<file path="src/rtl/uart_frame_codec.sv">
// Framed-string UART endpoint: wraps payloads as DELIM DELIM payload DELIM DELIM on TX,
// and hunts, validates and publishes framed payloads on RX. Includes the byte-level cores.

module uart_tx #(
  parameter int CLKS_PER_BIT = 434
) (
  input  logic       sys_clk,
  input  logic       sys_rst_n,
  input  logic       start,
  input  logic [7:0] data,
  output logic       tx,
  output logic       done
);
  localparam int CW = $clog2(CLKS_PER_BIT + 1);

  logic [CW-1:0] baud_cnt;
  logic [3:0]    bit_cnt;
  logic [8:0]    shifter;
  logic          active;

  // done pulses once the stop bit has been on the line for a full bit period
  always_ff @(posedge sys_clk or negedge sys_rst_n) begin
    if (!sys_rst_n) begin
      active   <= 1'b0;
      tx       <= 1'b1;
      done     <= 1'b0;
      baud_cnt <= '0;
      bit_cnt  <= '0;
      shifter  <= '1;
    end else begin
      done <= 1'b0;
      if (!active) begin
        if (start) begin
          active   <= 1'b1;
          tx       <= 1'b0;
          shifter  <= {1'b1, data};
          baud_cnt <= '0;
          bit_cnt  <= '0;
        end
      end else if (baud_cnt == CW'(CLKS_PER_BIT - 1)) begin
        baud_cnt <= '0;
        if (bit_cnt == 4'd9) begin
          active <= 1'b0;
          done   <= 1'b1;
        end else begin
          tx      <= shifter[0];
          shifter <= {1'b1, shifter[8:1]};
          bit_cnt <= bit_cnt + 4'd1;
        end
      end else begin
        baud_cnt <= baud_cnt + CW'(1);
      end
    end
  end
endmodule

module uart_rx #(
  parameter int CLKS_PER_BIT = 434
) (
  input  logic       sys_clk,
  input  logic       sys_rst_n,
  input  logic       rx,
  output logic [7:0] data,
  output logic       vld
);
  localparam int CW = $clog2(CLKS_PER_BIT + 1);

  logic [1:0]    sync;
  logic [CW-1:0] baud_cnt;
  logic [3:0]    bit_cnt;
  logic          active;

  // Half a bit to the middle of the start bit, then whole bits; a bad stop bit drops the byte
  always_ff @(posedge sys_clk or negedge sys_rst_n) begin
    if (!sys_rst_n) begin
      sync     <= 2'b11;
      data     <= '0;
      vld      <= 1'b0;
      baud_cnt <= '0;
      bit_cnt  <= '0;
      active   <= 1'b0;
    end else begin
      sync <= {sync[0], rx};
      vld  <= 1'b0;
      if (!active) begin
        baud_cnt <= '0;
        bit_cnt  <= '0;
        if (!sync[1]) active <= 1'b1;
      end else if (baud_cnt == ((bit_cnt == 4'd0) ? CW'(CLKS_PER_BIT / 2 - 1)
                                                  : CW'(CLKS_PER_BIT - 1))) begin
        baud_cnt <= '0;
        bit_cnt  <= bit_cnt + 4'd1;
        if (bit_cnt == 4'd0) begin
          if (sync[1]) active <= 1'b0;
        end else if (bit_cnt == 4'd9) begin
          active <= 1'b0;
          vld    <= sync[1];
        end else begin
          data <= {sync[1], data[7:1]};
        end
      end else begin
        baud_cnt <= baud_cnt + CW'(1);
      end
    end
  end
endmodule

module uart_frame_codec #(
  parameter int         BAUD_RATE      = 115_200,
  parameter int         MAX_LEN        = 64,
  parameter logic [7:0] DELIM          = 8'h26,
  parameter int         RX_TIMEOUT_CLK = 500_000,
  parameter int         CLK_FREQ       = 50_000_000,
  localparam int        LEN_W          = 8
) (
  input  logic                   sys_clk,
  input  logic                   sys_rst_n,
  input  logic [8*MAX_LEN-1:0]   tx_string,
  input  logic [LEN_W-1:0]       tx_length,
  input  logic                   tx_req,
  output logic                   tx_busy,
  output logic                   tx_done,
  output logic [8*MAX_LEN-1:0]   rx_string,
  output logic [LEN_W-1:0]       rx_length,
  output logic                   rx_busy,
  output logic                   rx_done,
  output logic                   rx_err,
  input  logic                   uart_rx_port,
  output logic                   uart_tx_port
);
  localparam int CPB   = CLK_FREQ / BAUD_RATE;
  localparam int TMR_W = $clog2(RX_TIMEOUT_CLK + 1);

  typedef enum logic [1:0] {T_IDLE, T_HEAD, T_BODY, T_TAIL} tx_state_t;
  typedef enum logic [1:0] {R_HUNT, R_HEAD, R_BODY, R_PEND} rx_state_t;

  tx_state_t            tx_state;
  logic [8*MAX_LEN-1:0] tx_buf;
  logic [LEN_W-1:0]     tx_len, tx_idx;
  logic                 byte_start, byte_done;
  logic [7:0]           byte_out;

  rx_state_t            rx_state;
  logic [8*MAX_LEN-1:0] shadow;
  logic [LEN_W-1:0]     cnt;
  logic [TMR_W-1:0]     timer;
  logic [7:0]           rx_byte;
  logic                 rx_vld;

  uart_tx #(.CLKS_PER_BIT(CPB)) u_tx (
    .sys_clk(sys_clk), .sys_rst_n(sys_rst_n), .start(byte_start), .data(byte_out),
    .tx(uart_tx_port), .done(byte_done)
  );

  uart_rx #(.CLKS_PER_BIT(CPB)) u_rx (
    .sys_clk(sys_clk), .sys_rst_n(sys_rst_n), .rx(uart_rx_port), .data(rx_byte), .vld(rx_vld)
  );

  // The core latches its byte on the start pulse, so the mux only has to be valid then
  always_comb begin
    byte_out = DELIM;
    if (tx_state == T_BODY)
      for (int i = 0; i < MAX_LEN; i++)
        if (tx_idx == LEN_W'(i)) byte_out = tx_buf[8*i +: 8];
  end

  always_ff @(posedge sys_clk or negedge sys_rst_n) begin
    if (!sys_rst_n) begin
      tx_state   <= T_IDLE;
      tx_buf     <= '0;
      tx_len     <= '0;
      tx_idx     <= '0;
      byte_start <= 1'b0;
      tx_busy    <= 1'b0;
      tx_done    <= 1'b0;
    end else begin
      byte_start <= 1'b0;
      tx_done    <= 1'b0;
      case (tx_state)
        T_IDLE: if (tx_req) begin
          tx_buf     <= tx_string;
          tx_len     <= (tx_length > LEN_W'(MAX_LEN)) ? LEN_W'(MAX_LEN) : tx_length;
          tx_idx     <= '0;
          byte_start <= 1'b1;
          tx_busy    <= 1'b1;
          tx_state   <= T_HEAD;
        end
        T_HEAD: if (byte_done) begin
          byte_start <= 1'b1;
          if (tx_idx == LEN_W'(0)) begin
            tx_idx <= LEN_W'(1);
          end else begin
            tx_idx   <= '0;
            tx_state <= (tx_len == LEN_W'(0)) ? T_TAIL : T_BODY;
          end
        end
        T_BODY: if (byte_done) begin
          byte_start <= 1'b1;
          if (tx_idx == tx_len - LEN_W'(1)) begin
            tx_idx   <= '0;
            tx_state <= T_TAIL;
          end else begin
            tx_idx <= tx_idx + LEN_W'(1);
          end
        end
        T_TAIL: if (byte_done) begin
          if (tx_idx == LEN_W'(0)) begin
            tx_idx     <= LEN_W'(1);
            byte_start <= 1'b1;
          end else begin
            tx_state <= T_IDLE;
            tx_busy  <= 1'b0;
            tx_done  <= 1'b1;
          end
        end
        default: tx_state <= T_IDLE;
      endcase
    end
  end

  // A DELIM inside the body is held in R_PEND until the next byte shows whether it closes the frame
  always_ff @(posedge sys_clk or negedge sys_rst_n) begin
    if (!sys_rst_n) begin
      rx_state  <= R_HUNT;
      shadow    <= '0;
      cnt       <= '0;
      timer     <= '0;
      rx_string <= '0;
      rx_length <= '0;
      rx_busy   <= 1'b0;
      rx_done   <= 1'b0;
      rx_err    <= 1'b0;
    end else begin
      rx_done <= 1'b0;
      rx_err  <= 1'b0;
      if (rx_vld) timer <= TMR_W'(1);
      else if (rx_busy) timer <= timer + TMR_W'(1);
      case (rx_state)
        R_HUNT: if (rx_vld && rx_byte == DELIM) rx_state <= R_HEAD;
        R_HEAD: if (rx_vld) begin
          if (rx_byte == DELIM) begin
            rx_state <= R_BODY;
            cnt      <= '0;
            rx_busy  <= 1'b1;
          end else begin
            rx_state <= R_HUNT;
          end
        end
        R_BODY, R_PEND: if (rx_vld) begin
          if (rx_state == R_BODY && rx_byte == DELIM) begin
            rx_state <= R_PEND;
          end else if (rx_byte == DELIM) begin
            rx_string <= shadow;
            rx_length <= cnt;
            rx_done   <= 1'b1;
            rx_busy   <= 1'b0;
            rx_state  <= R_HUNT;
          end else if ((rx_state == R_BODY && cnt == LEN_W'(MAX_LEN)) ||
                       (rx_state == R_PEND && cnt >= LEN_W'(MAX_LEN - 1))) begin
            rx_err   <= 1'b1;
            rx_busy  <= 1'b0;
            rx_state <= R_HUNT;
          end else if (rx_state == R_BODY) begin
            for (int i = 0; i < MAX_LEN; i++)
              if (cnt == LEN_W'(i)) shadow[8*i +: 8] <= rx_byte;
            cnt <= cnt + LEN_W'(1);
          end else begin
            for (int i = 0; i < MAX_LEN; i++) begin
              if (cnt == LEN_W'(i)) shadow[8*i +: 8] <= DELIM;
              if (cnt + LEN_W'(1) == LEN_W'(i)) shadow[8*i +: 8] <= rx_byte;
            end
            cnt      <= cnt + LEN_W'(2);
            rx_state <= R_BODY;
          end
        end else if (timer == TMR_W'(RX_TIMEOUT_CLK - 1)) begin
          rx_err   <= 1'b1;
          rx_busy  <= 1'b0;
          rx_state <= R_HUNT;
        end
        default: rx_state <= R_HUNT;
      endcase
    end
  end
endmodule
</file>
<file path="config.mk">
export PLATFORM = sky130hd
export DESIGN_NAME = uart_frame_codec
export DESIGN_NICKNAME = d
export VERILOG_FILES = /design/src/rtl/uart_frame_codec.sv
export SDC_FILE = /design/constraint.sdc
export NUM_CORES = 2
export LEC_CHECK = 0
export BUFFER_PORTS_ARGS = -buffer_cell sky130_fd_sc_hd__buf_2
export CAP_MARGIN = 25
export CORE_UTILIZATION = 30
export CTS_BUF_LIST = sky130_fd_sc_hd__clkbuf_4
export DETAILED_ROUTE_END_ITERATION = 6
export PLACE_DENSITY = 0.45
export SKIP_LAST_GASP = 1
export SYNTH_ARGS = -nofsm -noshare
export SYNTH_HDL_FRONTEND = slang
export SYNTH_SLANG_ARGS = --single-unit
</file>
<file path="constraint.sdc">
create_clock -name sys_clk -period 3.7 [get_ports sys_clk]
set_input_delay 0.555 -clock sys_clk [delete_from_list [all_inputs] [get_ports sys_clk]]
set_output_delay 0.555 -clock sys_clk [all_outputs]
set_load 0.005 [all_outputs]
</file>
# --- After elaboration in Yosys (flattened, before gate mapping) ---
# Cells that the tools add are included.
# Widths: inputs -> output; s select.
word_totals:
  inputBits: 524
  output_inout_bits: 526
  register_bits: 1647
classes:
  order_cmp: 2
  bitwise: 5
  reduce_logical: 156
  add_sub_neg: 9
  muxes: 362
  eq_ne: 289
op_table:
  columns: ["cell", "n"]
  rows:
  - ["$mux 8", 271]
  - ["$eq 8x6->1 const B", 97]
  - ["$mux 512", 1]
  - ["$reduce_and 7->1", 66]
  - ["$eq 8x5->1 const B", 48]
  - ["$eq 8x4->1 const B", 24]
  - ["$ne 2x1->1 const B", 70]
  - ["$reduce_bool 2->1", 68]
  - ["$eq 8x3->1 const B", 12]
  - ["$mux 9", 10]
  - ["$mux 1", 49]
  - ["$eq 8x2->1 const B", 6]
  - ["$mux 19", 2]
  - ["$logic_not 8->1", 4]
  - ["$mux 2", 16]
  - ["$pmux 8 s4", 1]
  - ["$eq 8x1->1 const B", 3]
  - ["$mux 4", 6]
  - ["$ne 2x2->1 const B", 12]
  - ["$add 19x1->19 const B", 1]
  - ["$eq 19x19->1 const B", 1]
  - ["$add 9x1->9 const B", 2]
  - ["$add 8x1->8 const B", 2]
  - ["$pmux 8 s2", 1]
  - ["other kinds (31)", 50]

# --- Depth between registers and ports, before layout ---
depth:
  word_depth: 68
  ltp_mapped: 14

# --- Hierarchy ---
# A second synthesis with hierarchy kept.
unflattened:
  hier_cells: 8292
  hier_area_um2: 71985.3
modules_own_cells:
  columns: ["mod", "n_inst", "area_each_um2", "cells_per_inst"]
  rows:
  - ["uart_frame_codec", 1, 69539.2, 8064]
  - ["uart_tx", 1, 1261.2, 126]
  - ["uart_rx", 1, 1184.9, 102]

# --- Worst setup path after synthesis ---
# OpenSTA, ideal clock, no wires.
synth_timing:
  path_type: "register to register"
  startpoint: "register tx_idx[0]"
  endpoint: "register u_tx.shifter[1]"
  stages_incl_launch_ff: 11
  t_arrival_ns: 2.539
  n_path_buf: 1
  slack_ns: 1.080
  cell_sequence: "dfrtp_1 -> inv_1 -> ha_1 -> buf_2 -> o211ai_1 -> nand2_1 -> nand2_1 -> o211ai_1 -> or4b_1 -> nand4b_1 -> o211ai_1"
synth_between:
  elab_chain_cells: 68
synth_rtl:
  columns: ["item", "line_no", "rtl"]
  rows:
  - ["start: declaration", "139", "logic [LEN_W-1:0] tx_len, tx_idx;"]
  - ["start signal: assignment", "203", "tx_idx <= tx_idx + LEN_W'(1);"]
  - ["$logic_not 8->1", "164", "if (tx_idx == LEN_W'(i)) byte_out = tx_buf[8*i +: 8];"]
  - ["$mux 8 (63 in series)", "164", null]
  - ["$mux 8 *", "164", null]
  - ["$mux 8 *", "162", "if (tx_state == T_BODY)"]
  - ["$mux 9 *", "33", "if (start) begin"]
  - ["$mux 9 *", "32", "if (!active) begin"]
  - ["end signal: assignment", "36", "shifter <= {1'b1, data};"]
  - ["end signal: assignment", "47", "shifter <= {1'b1, shifter[8:1]};"]
  - ["end: declaration", "18", "logic [8:0] shifter;"]
# Every way passes the cells marked *; elsewhere a longest branch is shown, timed or not. The select of a mux whose other input is x is not followed.
# A chain may end at the register's enable or synchronous reset.

# --- Worst setup path in the final report ---
layout_timing:
  startpoint: "register tx_idx[1]"
  endpoint: "register u_tx.shifter[6]"
# The elaborated chain is that of the path after synthesis.

==> qor.txt <==
Worst Path Class, Setup -> register to register
Seq/Total Area, Yosys -> 57.2%
max frequency -> 274 MHz
area share of the largest cell type after synthesis -> 56.8%
number of max-cap violations -> 0
Post-synth EDFFs -> 0
# port buffers -> 1,049
TritonRoute pass-1 iters -> 7
# IOs -> 1,050
Netlist cell types -> 97
largest cells by area after synthesis -> dfrtp_1 57%, nand2_1 19%, o21ai_0 3.3%
WP buf/inv -> 3
Finished Layout Cells -> 14,339
Levels on crit path -> 12
status -> finished, violations left
Mapped Cells -> 8,334
die height -> 492 um
post-layout min period -> 3.65 ns
gpl congestion -> 0.963
crit-path leading delay family -> compound AO/OA/AOI/OAI gates
CP Cell Sequence -> inv_1 -> ha_2 -> buf_12 -> nand2b_1 -> or2_4 -> o21ai_0 -> o41ai_1 -> a31oi_1 -> a21oi_1 -> o22ai_1 -> buf_4 -> a211oi_1
hold path depth -> 4
CTS H-tree lvls -> 5
DR WL/cell -> 25.9 um
RSZ-0062 raised after global routing -> true
LEAKAGE -> 50.2 nW
crit path to -> u_tx.shifter[6]
post-synth top area cell -> dfrtp_1
clock-pin transition on the worst setup and hold timing paths -> 0.06 ns
skew final -> 0.209 ns
most common cell after layout, fill and taps aside -> nand2_1
register-to-register setup slack -> 0.05 ns
Initial Util -> 30.2%
Post-synth ARST share -> 100%
YS warnings -> 0
Worst path max stage delay -> 0.52 ns
Skew-Pair Late Insertion Delay -> 1.51 ns
Final ANT Viol Nets -> 0
DRC Markers -> 118
final setup margin -> 0.0477 ns
worst r2r path cells -> 12
CP max stage cell -> dfrtp_1
vias per cell -> 5.11
Pint -> 34.1 mW
clock tree buffer depth -> 4
Tcrit/Tclk final -> 98.7%
startpoint types -> register
VDD IR max -> 387 uV
worst-path maximum fanout -> 21
CP Capture Type -> register
first-pass GRT wire length -> 529,000 um
die width -> 492 um
iteration-0 DRC count of the detailed router -> 6,581
total wire length -> 372,000 um
Hold Path Class -> primary input to register
site row count -> 179
Num CTS Buffers -> 470
Worst Setup SP -> tx_idx[1]
final slew viol count -> 0
worst hold slack -> 0.225 ns
reg-to-reg critical path endpoint -> u_tx.shifter[6]
global-route usage over all layers -> 30.2%
Reg power frac -> 46.0%
Comb pwr share -> 22.5%
initial antenna violation count -> 40
measured slew at the worst slew-check pin -> 1.02 ns
placed instance count -> 12,369
Final #Nets -> 11,363
root buffer cell -> clkbuf_4
Synth Cell Area -> 0.0720 mm^2
Reg-to-Reg Start -> tx_idx[1]
post-synth net total -> 8,885
endpoints failing setup -> 0
synthesis-stage register bit count -> 1,646
sw frac -> 36.1%
clock sink count -> 1,646
vias in the first global route -> 73,361
P_sw -> 19.3 mW
largest net degree at the start of global routing -> 165
core area -> 0.238 mm^2
relative slew slack -> 32.2%
Clk pwr share -> 31.5%
share of layout cells above drive strength 1 -> 20.2%
Placement Setup Slack -> -0.0430 ns
Area Growth Syn to Fin -> 38.3%
CP arrival -> 4.90 ns
TritonCTS clock tree -> done
DP HPWL -> 259,000 um
failing checks -> DRC
worst path required time -> 4.95 ns
most frequent cells in the layout -> 3,719 x nand2_1, 1,627 x dfrtp_1, 1,134 x dlygate4sd3_1
Syn Area/Cell -> 8.64 um^2
DIE AREA -> 0.242 mm^2
Top FF cell, synth -> dfrtp_1
total gr overflow -> 0
via count -> 73,210
Fin. Hold Viols -> 0
cell area power density -> 536 mW/mm^2
metrics by stage:
stage	area (um^2)	utilization [%]	total power, mW	setup TNS, ns
global route	99500	41.8	55.9	-0.0337
CTS	99400	41.7	53.2	0
detailed placement	82300	34.5	34.7	-0.0801
global placement	82300	34.5	34.7	-0.222
floorplan	72000	-	27.9	0
finish	99600	41.8	53.4	0
worst min-delay path, delay by kind of cell:
family / cells / cell delay, ns
buffers and inverters: 2 / 0.64
AND/OR/NAND/NOR: 2 / 0.36
worst min path at each step:
stage | slack (ns) | endpoint | start
after global routing | 0.03 | tx_buf[223] | tx_string[223]
after global placement | 0.35 | u_rx.sync[1] | u_rx.sync[0]
final | 0.23 | tx_buf[218] | tx_string[218]
after detailed placement | 0.35 | u_rx.sync[1] | u_rx.sync[0]
after CTS | 0.0005 | tx_buf[110] | tx_string[110]
after floorplan | 0.26 | byte_start | sys_rst_n
synth_stat cells (all sizes together) (20+ instances only):
master / number
a211oi: 30
a21o: 36
a21oi: 257
a221oi: 45
a22oi: 26
a31oi: 80
a41oi: 84
and3: 31
buf: 198
clkbuf: 335
dfrtp: 1635
ha: 27
inv: 109
nand2: 3731
nand2b: 21
nand3: 146
nand4: 21
nor2: 283
nor2b: 24
nor3: 47
nor4: 20
o211ai: 27
o21ai: 680
o221ai: 20
o22ai: 99
xnor2: 21
xor2: 27
cell type report:
class	count	area (um^2)
timing repair buffer	2539	19900
antenna	28	70.1
fill	23783	139000
clock buffer	707	5310
clock inverter	97	437
tap	3167	3960
sequential	1646	41200
inverter	113	424
multi-input combinational	6042	28300
cells by family after synthesis:
group,count (synthesis),synth area share (%)
AND/OR/NAND/NOR,4418,24.5
flip-flops,1646,57.2
AO/OA/AOI/OAI,1541,13.4
buffers and inverters,646,3.73
XOR/XNOR,48,0.594
adder cells (fa/ha/maj),27,0.469
multiplexers,8,0.122
registers in the layout, summed over array words and instances, names as in the netlist, 2 cells and up:
| register | cells |
|---|---|
| tx_state | 2 |
| tx_buf | 512 |
| u_rx.bit_cnt | 4 |
| u_rx.data | 8 |
| cnt | 8 |
| u_tx.shifter | 8 |
| shadow | 512 |
| timer | 19 |
| u_tx.bit_cnt | 4 |
| u_rx.sync | 2 |
| rx_state | 2 |
| rx_string | 512 |
| rx_length | 8 |
| u_rx.baud_cnt | 9 |
| tx_idx | 8 |
| tx_len | 8 |
| u_tx.baud_cnt | 9 |
power groups by stage:
stage	registers [mW]	clock network, mW	logic, mW
2_1_floorplan	22.2	0	5.69
3_3_place_gp	24.7	0	9.97
3_5_place_dp	24.7	0	10.0
4_1_cts	24.4	17.3	11.5
5_1_grt	24.6	18.3	13.0
6_report	24.6	16.8	12.0
metal layers:
layer  GRT usage (%)  wire length [um]
met1            39.1            157000
met2            46.8            167000
met3            7.04             26700
met4            15.6             20700
met5           0.437               258
repair_timing:
item / CTS / global route
resized for setup: 3 / 12
endpoints found under the hold margin: 2126 / 0
buffers inserted: 0 / 3
hold buffers: 1135 / 0
setup endpoints to repair: 2 / 43
pin swaps: 0 / 2
Note: power is estimated with default switching activity, not from simulation.
